$ cat config.mk
export PLATFORM = sky130hd
export DESIGN_NAME = spm_program_loader
export DESIGN_NICKNAME = d
export VERILOG_FILES = /design/src/rtl/spm_program_loader.sv
export SDC_FILE = /design/constraint.sdc
export NUM_CORES = 1
export LEC_CHECK = 0
export CORE_ASPECT_RATIO = 0.7
export CORE_MARGIN = 2
export CORE_UTILIZATION = 53
export DETAILED_ROUTE_END_ITERATION = 8
export HOLD_SLACK_MARGIN = 0.12
export PLACE_DENSITY = 0.77
export REMOVE_ABC_BUFFERS = 1
export SKIP_CTS_REPAIR_TIMING = 1
export SLEW_MARGIN = 20
export SYNTH_ARGS = -nofsm -noshare
export SYNTH_HDL_FRONTEND = slang
export SYNTH_SLANG_ARGS = --single-unit
$ cat constraint.sdc
create_clock -name clk -period 2 [get_ports clk]
set_clock_uncertainty 0.15 [all_clocks]
set_input_delay 0.2 -clock clk [delete_from_list [all_inputs] [get_ports clk]]
set_output_delay 0.2 -clock clk [all_outputs]
set_load 0.02 [all_outputs]
$ cat src/rtl/spm_program_loader.sv
// spm_program_loader: host byte-stream loader for the RISC_SPM scratchpad.
// Command bytes: A5 = load frame (addr, len, payload), 5A = zero the whole
// memory, C3 = release the CPU. Any other command sets a sticky error.
module spm_program_loader #(
  parameter int word_size = 8
) (
  input  logic                 clk,
  input  logic                 rst,
  input  logic [word_size-1:0] in_data,
  input  logic                 in_valid,
  output logic                 in_ready,
  output logic [word_size-1:0] mem_addr,
  output logic [word_size-1:0] mem_data,
  output logic                 mem_write,
  output logic                 cpu_rst,
  output logic                 busy,
  output logic                 err
);

  typedef enum logic [2:0] {IDLE, GET_ADDR, GET_LEN, LOAD, FLUSH} state_t;

  localparam logic [word_size-1:0] CMD_LOAD  = word_size'(8'hA5);
  localparam logic [word_size-1:0] CMD_FLUSH = word_size'(8'h5A);
  localparam logic [word_size-1:0] CMD_RUN   = word_size'(8'hC3);
  localparam logic [word_size-1:0] ONE       = word_size'(1);

  state_t               state, state_n;
  logic [word_size-1:0] addr_cnt, addr_n;
  // Remaining payload bytes; a length byte of 0 wraps through all ones, so it
  // naturally means a full 2^word_size frame.
  logic [word_size-1:0] len_cnt, len_n;
  logic [word_size-1:0] maddr_n, mdata_n;
  logic                 mwr_n, cpu_rst_n, err_n;
  logic                 take;

  // Handshake: FLUSH owns the memory port, so the host is stalled there.
  assign in_ready = rst && (state != FLUSH);
  assign busy     = (state != IDLE);
  assign take     = in_valid && in_ready;

  // State register
  always_ff @(posedge clk or negedge rst) begin
    if (!rst) state <= IDLE;
    else      state <= state_n;
  end

  // Next-state and next-output decode; write strobe defaults low every cycle
  always_comb begin
    state_n   = state;
    addr_n    = addr_cnt;
    len_n     = len_cnt;
    maddr_n   = mem_addr;
    mdata_n   = mem_data;
    mwr_n     = 1'b0;
    cpu_rst_n = cpu_rst;
    err_n     = err;
    case (state)
      IDLE: if (take) begin
        if (in_data == CMD_LOAD) begin
          state_n   = GET_ADDR;
          cpu_rst_n = 1'b0;
          err_n     = 1'b0;
        end else if (in_data == CMD_FLUSH) begin
          state_n   = FLUSH;
          addr_n    = '0;
          cpu_rst_n = 1'b0;
          err_n     = 1'b0;
        end else if (in_data == CMD_RUN) begin
          cpu_rst_n = 1'b1;
          err_n     = 1'b0;
        end else begin
          err_n     = 1'b1;
        end
      end
      GET_ADDR: if (take) begin
        addr_n  = in_data;
        state_n = GET_LEN;
      end
      GET_LEN: if (take) begin
        len_n   = in_data;
        state_n = LOAD;
      end
      LOAD: if (take) begin
        mwr_n   = 1'b1;
        maddr_n = addr_cnt;
        mdata_n = in_data;
        addr_n  = addr_cnt + ONE;
        len_n   = len_cnt - ONE;
        if (len_cnt == ONE) state_n = IDLE;
      end
      FLUSH: begin
        mwr_n   = 1'b1;
        maddr_n = addr_cnt;
        mdata_n = '0;
        addr_n  = addr_cnt + ONE;
        if (addr_cnt == '1) state_n = IDLE;
      end
      default: state_n = IDLE;
    endcase
  end

  // Counters and registered memory-port / CPU-control outputs
  always_ff @(posedge clk or negedge rst) begin
    if (!rst) begin
      addr_cnt  <= '0;
      len_cnt   <= '0;
      mem_addr  <= '0;
      mem_data  <= '0;
      mem_write <= 1'b0;
      cpu_rst   <= 1'b0;
      err       <= 1'b0;
    end else begin
      addr_cnt  <= addr_n;
      len_cnt   <= len_n;
      mem_addr  <= maddr_n;
      mem_data  <= mdata_n;
      mem_write <= mwr_n;
      cpu_rst   <= cpu_rst_n;
      err       <= err_n;
    end
  end

endmodule

# After elaboration in Yosys (flattened, before gate mapping)

Index checks and enable logic that the tools add are counted.

Register bits after elaboration: 38
Bits of input ports: 11
Output and inout port bits: 21
Logic and storage cells: 71

$add $sub $neg: 2
Eq/ne operators: 19
Multiplexer cells: 28
Reduce and logical (&&, ||, !) cells: 14

Operator list:

| kind                                              | count |
|---|---|
| two-way mux 8 bit                                 | 7 |
| one-hot mux 8 bit (2 select lines)                | 3 |
| one-hot mux 8 bit (4 select lines)                | 1 |
| == test 8 bit (second input constant)             | 3 |
| two-way mux 3 bit                                 | 8 |
| != test 2 bit (second input constant)             | 8 |
| one-hot mux 3 bit (5 select lines)                | 1 |
| adder 8 x 1 -> 8 bit (second input constant)      | 1 |
| == test 8 x 1 -> 1 bit (second input constant)    | 1 |
| == test 8 x 7 -> 1 bit (second input constant)    | 1 |
| subtractor 8 x 1 -> 8 bit (second input constant) | 1 |
| two-way mux 1 bit                                 | 7 |
| AND reduction 7 bit                               | 1 |
| == test 3 x 2 -> 1 bit (second input constant)    | 2 |
| != test 3 bit (second input constant)             | 2 |
| AND reduction 3 bit                               | 2 |
| AND reduction 6 bit                               | 1 |
| nonzero test 3 bit                                | 2 |
| AND reduction 2 bit                               | 2 |
| nonzero test 2 bit                                | 2 |
| nonzero test 4 bit                                | 1 |
| == test 3 x 1 -> 1 bit (second input constant)    | 1 |
| == test 3 bit (second input constant)             | 1 |
| logical NOT 3 bit                                 | 1 |
| other kinds (2)                                   | 3 |

# Depth between registers and ports, before layout

Gate-level depths: netlist (run 1).

Depth in word-level cells: 5
Gate-level depth with buffers: 6

# Worst setup path after synthesis (run 1)

OpenSTA, ideal clock, no wires.

Path type: register to register
From: register state[2]
To: register addr_cnt[0]
Library setup time: 0.125 ns
Arrival time: 1.513 ns
Setup slack: 0.212 ns
Stages on the path, launching flop included: 7
Path buffers: 2
Clock period less this slack: 1.788 ns
Cells stage by stage: dfrtp_1 buf_6 nor3b_2 a31oi_2 and2_1 buf_6 mux2_4

Longest elaborated chain between the ends: 5
Elaborated cells on any way between the ends: 15
Classes of those cells: eq/ne: 9; mux: 1; reduce/logical: 5

RTL lines:

| element                       | RTL line | source |
|---|---|---|
| start, declared               | 27       | `state_t state, state_n;` |
| start signal, assigned        | 44       | `else state <= state_n;` |
| != test 3 bit                 | 37       | `assign in_ready = rst && (state != FLUSH);` |
| logical AND 1 bit             | 37       |  |
| logical AND 1 bit             | 39       | `assign take = in_valid && in_ready;` |
| != test 2 bit (no line)       | n/a      |  |
| AND reduction 6 bit (no line) | n/a      |  |
| end signal, assigned          | 113      | `addr_cnt <= addr_n;` |
| end, declared                 | 28       | `logic [word_size-1:0] addr_cnt, addr_n;` |

Parallel ways exist; a longest one is shown, timed or not.
A chain may end at the register's enable or synchronous reset.

# Worst setup path in the final report (run 1)

From: register state[0]
To: register addr_cnt[2]

The elaborated chain is that of the path after synthesis.

==> results.sh, run 1 <==
export IMPL_rsz0062_at_grt="false"
export IMPL_n_antenna_cell=0
export IMPL_synthTopCellsByArea="dfrtp_1 (46%), nand2_1 (6.0%), mux2_2 (4.4%)"
export IMPL_die_h_um=56.1
export IMPL_p_total_mw=3.46
export IMPL_cts_root_buf="clkbuf_8"
export IMPL_yosys_warnings=0
export IMPL_totalNegativeSetupSlack_ns=0
export IMPL_die_area_um2=4410
export IMPL_cts_tree="built"
export IMPL_ir_drop_mv=0.740
export IMPL_antenna_found_initial=0
export IMPL_synth_top_cell_by_area="dfrtp_1"
export IMPL_synth_distinct_cells=48
export IMPL_startpoint_type="flop"
export IMPL_rows=18
export IMPL_cellLeakagePower_nw=1.19
export IMPL_grt_max_degree=23
export IMPL_htreeDepth=2
export IMPL_start_util_pct=56.8
export IMPL_status="completed"
export IMPL_tightest_slew_ns=0.485
export IMPL_die_w_um=78.5
export IMPL_clockBufferDepth=2
export IMPL_netlist_area_leader_share_pct=46.2
export IMPL_routedWlPerCell_um=16.7
export IMPL_seq_area_frac_synth_pct=46.2
export IMPL_critical_path_class="reg2reg"
export IMPL_timing_final_ws_setup_ns=0.155
export IMPL_ios=32
export IMPL_worstPathMaxFanout=10
export IMPL_synth_ff_latch_count=38
export IMPL_period_share_pct=92.3
export IMPL_dr_first_iter_drc_count=163
export IMPL_final_util_pct=73.8
export IMPL_fin_cells=323
export IMPL_via_per_inst=6.04
export IMPL_cts_sinks=38
export IMPL_grt_overflow=0
export IMPL_grt_pass1_vias=1736
export IMPL_clk_latency_ns=0.29
export IMPL_coreArea_um2=3630
export IMPL_drt_first_pass_iters=4
export IMPL_grtUsageTotal_pct=25.5
export IMPL_synth_ff_type="dfrtp_1"
export IMPL_remaining_drc_errors=0
export IMPL_arrival_ns=1.91
export IMPL_grt_pass1_wl_mm=8.62
export IMPL_fmax_mhz=542
export IMPL_port_buffer_count=31
export IMPL_post_place_ws_ns=-0.000312
export IMPL_drive_above_1_share_pct=20.5
export IMPL_finalMaxSlewViolations=0
export IMPL_synth_top_cells_by_count="dfrtp_1 (38), nand2_1 (33), o21ai_0 (15), a21oi_1 (14), inv_1 (12)"
export IMPL_vias=1951
export IMPL_setup_violations=0
export IMPL_critPathCaptureType="flop"
export IMPL_syn_to_final_growth_pct=30.1
export IMPL_fin_crit_ns=1.85
export IMPL_nets=287
export IMPL_max_slew_margin_pct=67.3
export IMPL_synth_area_um2=2060
export IMPL_synthArstFlopShare_pct=100
export IMPL_clkTransAtPathRegs_ns=0.07
export IMPL_drv_cap=0
export IMPL_finalHoldViolations=0
export IMPL_postSynthAreaPerCell_um2=9.53
export IMPL_hold_class="in2async"
export IMPL_drt_wl_total_mm=5.38
export IMPL_p_per_area_nw_per_um2=1290
export IMPL_synth_cells=216
export IMPL_cp_data_required_time_ns=2.06
export IMPL_hpwl_mm=3.98
export IMPL_cts_buffers_inserted=5
export IMPL_post_place_cells=314
export IMPL_synth_most_common_cell="dfrtp_1"
export IMPL_synth_edf_count=0
export IMPL_ant_nets=0
export IMPL_place_gp_congestion=0.969
layout make-up:
| cell class | instances | area (um^2) |
|---|---|---|
| tap | 50 | 62.6 |
| multi-input combinational | 156 | 1000 |
| clock buffer | 5 | 68.8 |
| fill | 263 | 948 |
| inverter | 12 | 45.0 |
| sequential | 38 | 953 |
| clock inverter | 2 | 10.0 |
| timing repair buffer | 60 | 533 |
worst max-delay path, stage by stage (launching register included):
cell	delay, ns
dfrtp_2	0.49
nor3b_4	0.28
buf_4	0.22
nand2b_1	0.29
a32oi_1	0.15
o22ai_1	0.18
layer usage:
metal  GRT usage, %  wire length [um]  vias to the layer above
li1               -                 -                      909
met1           38.8              2520                      931
met2           34.1              2210                      100
met3           7.95               568                       11
met4           8.02                88                        0
met5              0                 0                        -
cell usage in the layout, fill, tap and decap left out, drive strengths merged, types with 3 or more instances in the layout:
master / netlist / routed
o31ai: 3 / 3
nand2: 33 / 33
o22ai: 6 / 6
a2bb2oi: 3 / 3
clkdlybuf4s50: 0 / 28
a32oi: 3 / 3
o31a: 3 / 3
clkbuf: 4 / 5
o21ai: 15 / 15
dfrtp: 38 / 38
buf: 6 / 28
nor2: 12 / 12
a22oi: 6 / 6
a31oi: 4 / 4
inv: 12 / 12
nand3: 5 / 5
nor4: 4 / 4
nor3: 4 / 4
nor3b: 3 / 3
mux2: 9 / 9
a21oi: 14 / 14
ha: 3 / 3
power by group:
group / internal, mW / switching, mW / leakage (nW)
Combinational: 0.768 / 0.834 / 0.650
Clock: 0.234 / 0.267 / 0.0438
Sequential: 1.06 / 0.295 / 0.501
path summary, 6_finish.rpt:
path	cells past startpoint	slack (ns)	startpoint	endpoint
min in group clk	4	0.32	rst	len_cnt[6]$_DFFE_PN0P_
worst max register to register	5	0.15	state[0]$_DFFE_PN0P_	addr_cnt[2]$_DFFE_PN0P_
worst max-delay path	5	0.15	state[0]$_DFFE_PN0P_	addr_cnt[2]$_DFFE_PN0P_
worst min-delay path	2	0.29	rst	len_cnt[0]$_DFFE_PN0P_
max in group asynchronous	3	0.79	rst	mem_data[6]$_DFFE_PN0P_
worst min register to register	2	0.33	err$_DFFE_PN0P_	err$_DFFE_PN0P_
per-stage QoR:
step | hold slack (ns) | area, um^2
5_1_grt | 0.311 | 2680
6_report | 0.292 | 2680
2_1_floorplan | -0.246 | 1990
3_5_place_dp | -0.0678 | 2560
3_3_place_gp | -0.0713 | 2560
4_1_cts | -0.385 | 2640
sequential cells by signal, summed over array words and instances (netlist names):
name       flops
addr_cnt       8
len_cnt        8
mem_addr       8
mem_data       8
state          3
cpu_rst        1
err            1
mem_write      1
cells by family after synthesis:
| family | after synthesis | synth area share [%] |
|---|---|---|
| simple gates | 80 | 21.2 |
| compound gates | 64 | 20.4 |
| flops | 38 | 46.2 |
| buf+inv | 22 | 5.29 |
| mux | 9 | 5.11 |
| fa+ha+maj | 3 | 1.82 |
Note: power is estimated with default switching activity, not from simulation.
==> inputs of run 2 (changes only) <==
ABC_AREA = 1   (was not set)
CORE_UTILIZATION = 54   (was 53)
PLACE_DENSITY = 0.79   (was 0.77)
==> run 2 against run 1 <==
Compared with the run above: critical path depth stayed put; die area rose by 4.7%; register-to-register slack gained 0.09 ns; clock-buffer cell count is the same; clock power about the same; design area grew 0.61%; global-route usage increased by 0.63 points; power shrank 60%; combinational power down 94%; largest cell class unchanged.
==> results.sh, run 2 <==
export IMPL_status="completed"
export IMPL_cts_root_buf="clkbuf_8"
export IMPL_netlist_area_leader_share_pct=43.2
export IMPL_clk_latency_ns=0.30
export IMPL_htreeDepth=2
export IMPL_synth_area_um2=2200
export IMPL_grt_busiest_layer="met2"
export IMPL_drv_cap=0
export IMPL_via_per_inst=5.32
export IMPL_drive_above_1_share_pct=10.7
export IMPL_holdWs_ns=0.167
export IMPL_ir_drop_mv=0.461
export IMPL_dr_first_iter_drc_count=180
export IMPL_rsz0062_at_grt="false"
export IMPL_pwr_share_comb_pct=7.0
export IMPL_remaining_drc_errors=0
export IMPL_synth_most_common_cell="nand2_1"
export IMPL_seq_area_frac_synth_pct=43.2
export IMPL_nets=360
export IMPL_setup_violations=0
export IMPL_p_total_mw=1.37
export IMPL_tightest_slew_ns=0.442
export IMPL_postSynthAreaPerCell_um2=7.30
export IMPL_grt_pass1_vias=1993
export IMPL_post_place_cells=390
export IMPL_synthTopCellsByArea="dfrtp_1 (43%), nand2_1 (19%), inv_1 (6.6%)"
export IMPL_hpwl_mm=4.05
export IMPL_critPathCaptureType="output port"
export IMPL_final_cell_mix="nand2_1 (111), inv_1 (39), dfrtp_1 (38), clkdlybuf4s50_1 (28)"
export IMPL_synth_distinct_cells=26
export IMPL_clkTransAtPathRegs_ns=0.07
export IMPL_clockBufferDepth=2
export IMPL_die_area_um2=4620
export IMPL_seqPwrFrac_pct=56.4
export IMPL_critical_path_class="reg2out"
export IMPL_totalNegativeSetupSlack_ns=0
export IMPL_rows=19
export IMPL_hold_class="in2async"
export IMPL_ant_nets=0
export IMPL_coreArea_um2=3920
export IMPL_synthArstFlopShare_pct=100
export IMPL_grt_overflow=0
export IMPL_synth_edf_count=0
export IMPL_place_gp_congestion=0.904
export IMPL_cts_buffers_inserted=5
export IMPL_finalHoldViolations=0
export IMPL_synth_ff_type="dfrtp_1"
export IMPL_grt_use_met3_pct=5.38
export IMPL_n_antenna_cell=0
export IMPL_startpoint_type="flop"
export IMPL_cellLeakagePower_nw=1.43
export IMPL_cts_sinks=38
export IMPL_fmax_mhz=554
export IMPL_fillerInstances=338
export IMPL_arrival_ns=1.46
export IMPL_ios=32
export IMPL_p_switching_uw=327
export IMPL_p_per_area_nw_per_um2=508
export IMPL_clkPwrFrac_pct=36.5
export IMPL_drt_wl_total_mm=5.32
export IMPL_final_common_cell="nand2_1"
export IMPL_antenna_found_initial=0
export IMPL_grt_pass1_wl_mm=9.19
export IMPL_fin_cells=398
export IMPL_routedWlPerCell_um=13.4
export IMPL_use_met2_pct=38.8
export IMPL_worstPathMaxFanout=8
export IMPL_fin_crit_ns=1.81
export IMPL_period_share_pct=90.3
export IMPL_max_slew_margin_pct=70.5
export IMPL_synth_cells=302
export IMPL_die_h_um=57.4
export IMPL_synth_ff_latch_count=38
export IMPL_swShare_pct=23.9
export IMPL_die_w_um=80.3
export IMPL_grt_max_degree=35
export IMPL_port_buffer_count=31
export IMPL_vias=2117
export IMPL_cts_tree="built"
export IMPL_finalMaxSlewViolations=0
export IMPL_intPower_mw=1.04
export IMPL_grtUsageTotal_pct=26.1
export IMPL_drt_first_pass_iters=5
export IMPL_syn_to_final_growth_pct=22.3
export IMPL_grtUsageMet1_pct=38.6
export IMPL_yosys_warnings=0
export IMPL_synth_top_cells_by_count="nand2_1 (111), inv_1 (39), dfrtp_1 (38), nor2_1 (20), o21ai_0 (20)"
export IMPL_cp_data_required_time_ns=1.65
export IMPL_synth_top_cell_by_area="dfrtp_1"
export IMPL_start_util_pct=56.2
run 2: changes by cell type after synthesis, moves of 8 or more:
cell	delta
inv_1	+27
nand2_1	+78
nand3_1	+13
nor2_1	+10
mux2_2	-8
run 2: power by group through the flow:
| stage | Sequential [mW] | Combinational [mW] | Clock, mW |
|---|---|---|---|
| global route | 0.773 | 0.108 | 0.542 |
| floorplan | 0.791 | 0.0308 | 0 |
| global placement | 0.788 | 0.0952 | 0 |
| finish | 0.773 | 0.0963 | 0.500 |
| detailed placement | 0.788 | 0.0950 | 0 |
| CTS | 0.773 | 0.0956 | 0.507 |
run 2: cells by family after synthesis:
group                      synth area share [%]
and+or+nand+nor                            34.1
AOI/OAI and AO/OA                          11.9
DFF                                        43.2
adders and majority gates                  1.70
buffers and inverters                      9.20
run 2: metal layers:
layer | wire length (um) | part of all wire, %
met3 | 406 | 7.6
met2 | 2200 | 41
met5 | 0 | 0
met4 | 68 | 1.3
met1 | 2650 | 50
run 2: path summary, 6_finish.rpt:
path | from | to | slack [ns] | cells past startpoint
worst max register to register | state[0]$_DFFE_PN0P_ | addr_cnt[1]$_DFFE_PN0P_ | 0.24 | 10
min in group clk | mem_addr[5]$_DFFE_PN0P_ | mem_addr[5]$_DFFE_PN0P_ | 0.33 | 2
worst min-delay path | rst | state[0]$_DFFE_PN0P_ | 0.17 | 2
worst max-delay path | state[1]$_DFFE_PN0P_ | in_ready | 0.19 | 5
max in group asynchronous | rst | mem_write$_DFF_PN0_ | 0.82 | 3
worst min register to register | mem_addr[5]$_DFFE_PN0P_ | mem_addr[5]$_DFFE_PN0P_ | 0.33 | 2
run 2: cell type report:
cell class	count	area [um^2]	area share, %
clock buffer	5	68.8	2.55
clock inverter	2	10.0	0.372
inverter	41	154	5.71
multi-input combinational	218	1050	39.0
sequential	38	951	35.3
tap	52	65.1	2.42
timing repair buffer	42	395	14.7
run 2: stage by stage:
stage               cell area, um^2  setup slack, ns  util (%)
floorplan                      2150            0.281         -
global placement               2600            0.186      66.3
detailed placement             2600            0.142      66.3
CTS                            2680           -0.132      68.3
global route                   2690            0.127      68.7
finish                         2690            0.194      68.7
run 2: worst max-delay path: stages (launching register included):
cell            delay, ns
dfrtp_1              0.43
nor2_2               0.20
nand2_4              0.12
inv_1                0.16
nor2_1               0.06
dlymetal6s2s_1       0.20
==> inputs of run 3 (changes only) <==
GPL_TIMING_DRIVEN = 0   (was not set)
MAX_ROUTING_LAYER = met4   (was not set)
==> run 3 against run 2 <==
Compared with the run above: fmax down 1.3%; power rose by 24%; non-clock buffer count decreased by 7; via count fell by 0.19%; clock power increased by 64%; design area increased by 2.2%; clock-buffer cell count grew 1; global-route usage decreased by 0.80 points.
==> results.sh, run 3 (synthesis gave the netlist of run 2 again) <==
export IMPL_cts_tree="built"
export IMPL_grt_max_degree=29
export IMPL_ios=32
export IMPL_finalHoldViolations=0
export IMPL_rsz0062_at_grt="false"
export IMPL_syn_to_final_growth_pct=24.9
export IMPL_final_cell_mix="nand2_1 (111), inv_1 (39), dfrtp_1 (36), clkdlybuf4s50_1 (28), o21ai_0 (20)"
export IMPL_grt_busiest_layer="met1"
export IMPL_start_util_pct=56.2
export IMPL_grt_use_met3_pct=5.22
export IMPL_final_util_pct=70.2
export IMPL_grtUsageTotal_pct=25.3
export IMPL_period_share_pct=91.5
export IMPL_hold_class="reg2reg"
export IMPL_cellLeakagePower_nw=1.44
export IMPL_holdWs_ns=0.329
export IMPL_clk_latency_ns=0.30
export IMPL_routedWlPerCell_um=13.9
export IMPL_drive_above_1_share_pct=10.0
export IMPL_use_met2_pct=35.0
export IMPL_remaining_drc_errors=0
export IMPL_die_h_um=57.4
export IMPL_ant_nets=0
export IMPL_setup_violations=0
export IMPL_p_per_area_nw_per_um2=616
export IMPL_rows=19
export IMPL_post_place_ws_ns=-0.224
export IMPL_grt_pass1_vias=1853
export IMPL_dr_first_iter_drc_count=203
export IMPL_fin_crit_ns=1.83
export IMPL_cts_buffers_inserted=5
export IMPL_max_slew_margin_pct=56.8
export IMPL_totalNegativeSetupSlack_ns=0
export IMPL_status="completed"
export IMPL_reg2reg_from="state[1]$_DFFE_PN0P_"
export IMPL_startpoint_type="flop"
export IMPL_die_area_um2=4620
export IMPL_grt_pass1_wl_mm=8.64
export IMPL_nets=353
export IMPL_drt_first_pass_iters=5
export IMPL_via_per_inst=5.39
export IMPL_drt_wl_total_mm=5.46
export IMPL_final_common_cell="nand2_1"
export IMPL_die_w_um=80.3
export IMPL_grtUsageMet1_pct=37.3
export IMPL_htreeDepth=2
export IMPL_port_buffer_count=31
export IMPL_tightest_slew_ns=0.646
export IMPL_grt_overflow=0
export IMPL_vias=2113
export IMPL_clockBufferDepth=2
export IMPL_hp_start="mem_data[7]$_DFFE_PN0P_"
export IMPL_fillerInstances=333
export IMPL_place_gp_congestion=0.905
export IMPL_timing_final_ws_setup_ns=0.171
export IMPL_critPathCaptureType="flop"
export IMPL_ir_drop_mv=0.427
export IMPL_cts_sinks=38
export IMPL_arrival_ns=1.88
export IMPL_cp_data_required_time_ns=2.05
export IMPL_worstPathMaxFanout=18
export IMPL_drv_cap=0
export IMPL_antenna_found_initial=0
export IMPL_clkTransAtPathRegs_ns=0.08
export IMPL_n_antenna_cell=0
export IMPL_fmax_mhz=547
export IMPL_cts_root_buf="clkbuf_8"
export IMPL_startpoint="state[1]$_DFFE_PN0P_"
export IMPL_critical_path_class="reg2reg"
export IMPL_finalMaxSlewViolations=0
export IMPL_coreArea_um2=3920
export IMPL_hpwl_mm=3.90
==> run 3: cell type report <==
| type | count | area (um^2) | share of cell area [%] |
|---|---|---|---|
| sequential | 38 | 953 | 34.6 |
| clock inverter | 2 | 60.1 | 2.18 |
| inverter | 41 | 154 | 5.59 |
| clock buffer | 6 | 82.6 | 3.00 |
| multi-input combinational | 218 | 1070 | 38.8 |
| timing repair buffer | 35 | 370 | 13.5 |
| tap | 52 | 65.1 | 2.36 |
==> run 3: worst max-delay path, cell delays in order, from the launching register on <==
cell,delay (ns)
dfrtp_1,0.45
nor2_4,0.16
nand2_4,0.10
nand3_4,0.10
nor2_4,0.09
nor2_4,0.40
inv_1,0.14
nand2_1,0.09
nand2_1,0.05
==> run 3: through the flow <==
| stage | cell area [um^2] | cells | power (mW) |
|---|---|---|---|
| 6_report | 2750 | 392 | 1.70 |
| 4_1_cts | 2690 | 389 | 1.69 |
| 5_1_grt | 2750 | 392 | 1.75 |
| 2_1_floorplan | 2150 | 297 | 0.822 |
| 3_3_place_gp | 2530 | 380 | 0.880 |
| 3_5_place_dp | 2540 | 381 | 0.884 |
==> run 3: path summary, 6_finish.rpt <==
check                                          end  slack, ns  cells past startpoint
setup / recovery           mem_addr[2]$_DFFE_PN0P_       0.17                      8
hold reg to reg            mem_data[7]$_DFFE_PN0P_       0.33                      2
setup reg to reg           mem_addr[2]$_DFFE_PN0P_       0.17                      8
hold / removal             mem_data[7]$_DFFE_PN0P_       0.33                      2
min in group asynchronous  mem_addr[2]$_DFFE_PN0P_       0.41                      2
max in group asynchronous     state[2]$_DFFE_PN0P_       0.82                      2
==> run 3: report_power, final <==
part / switching, mW / internal, mW / total, mW
combinational: 0.0614 / 0.0443 / 0.106
clock: 0.286 / 0.532 / 0.818
sequential: 0.00214 / 0.771 / 0.773
==> run 3: metal layers <==
metal	share of wire, %	vias up
met5	0	-
met4	1.3	0
met3	7.1	10
met2	43	95
met1	49	975
li1	-	1033
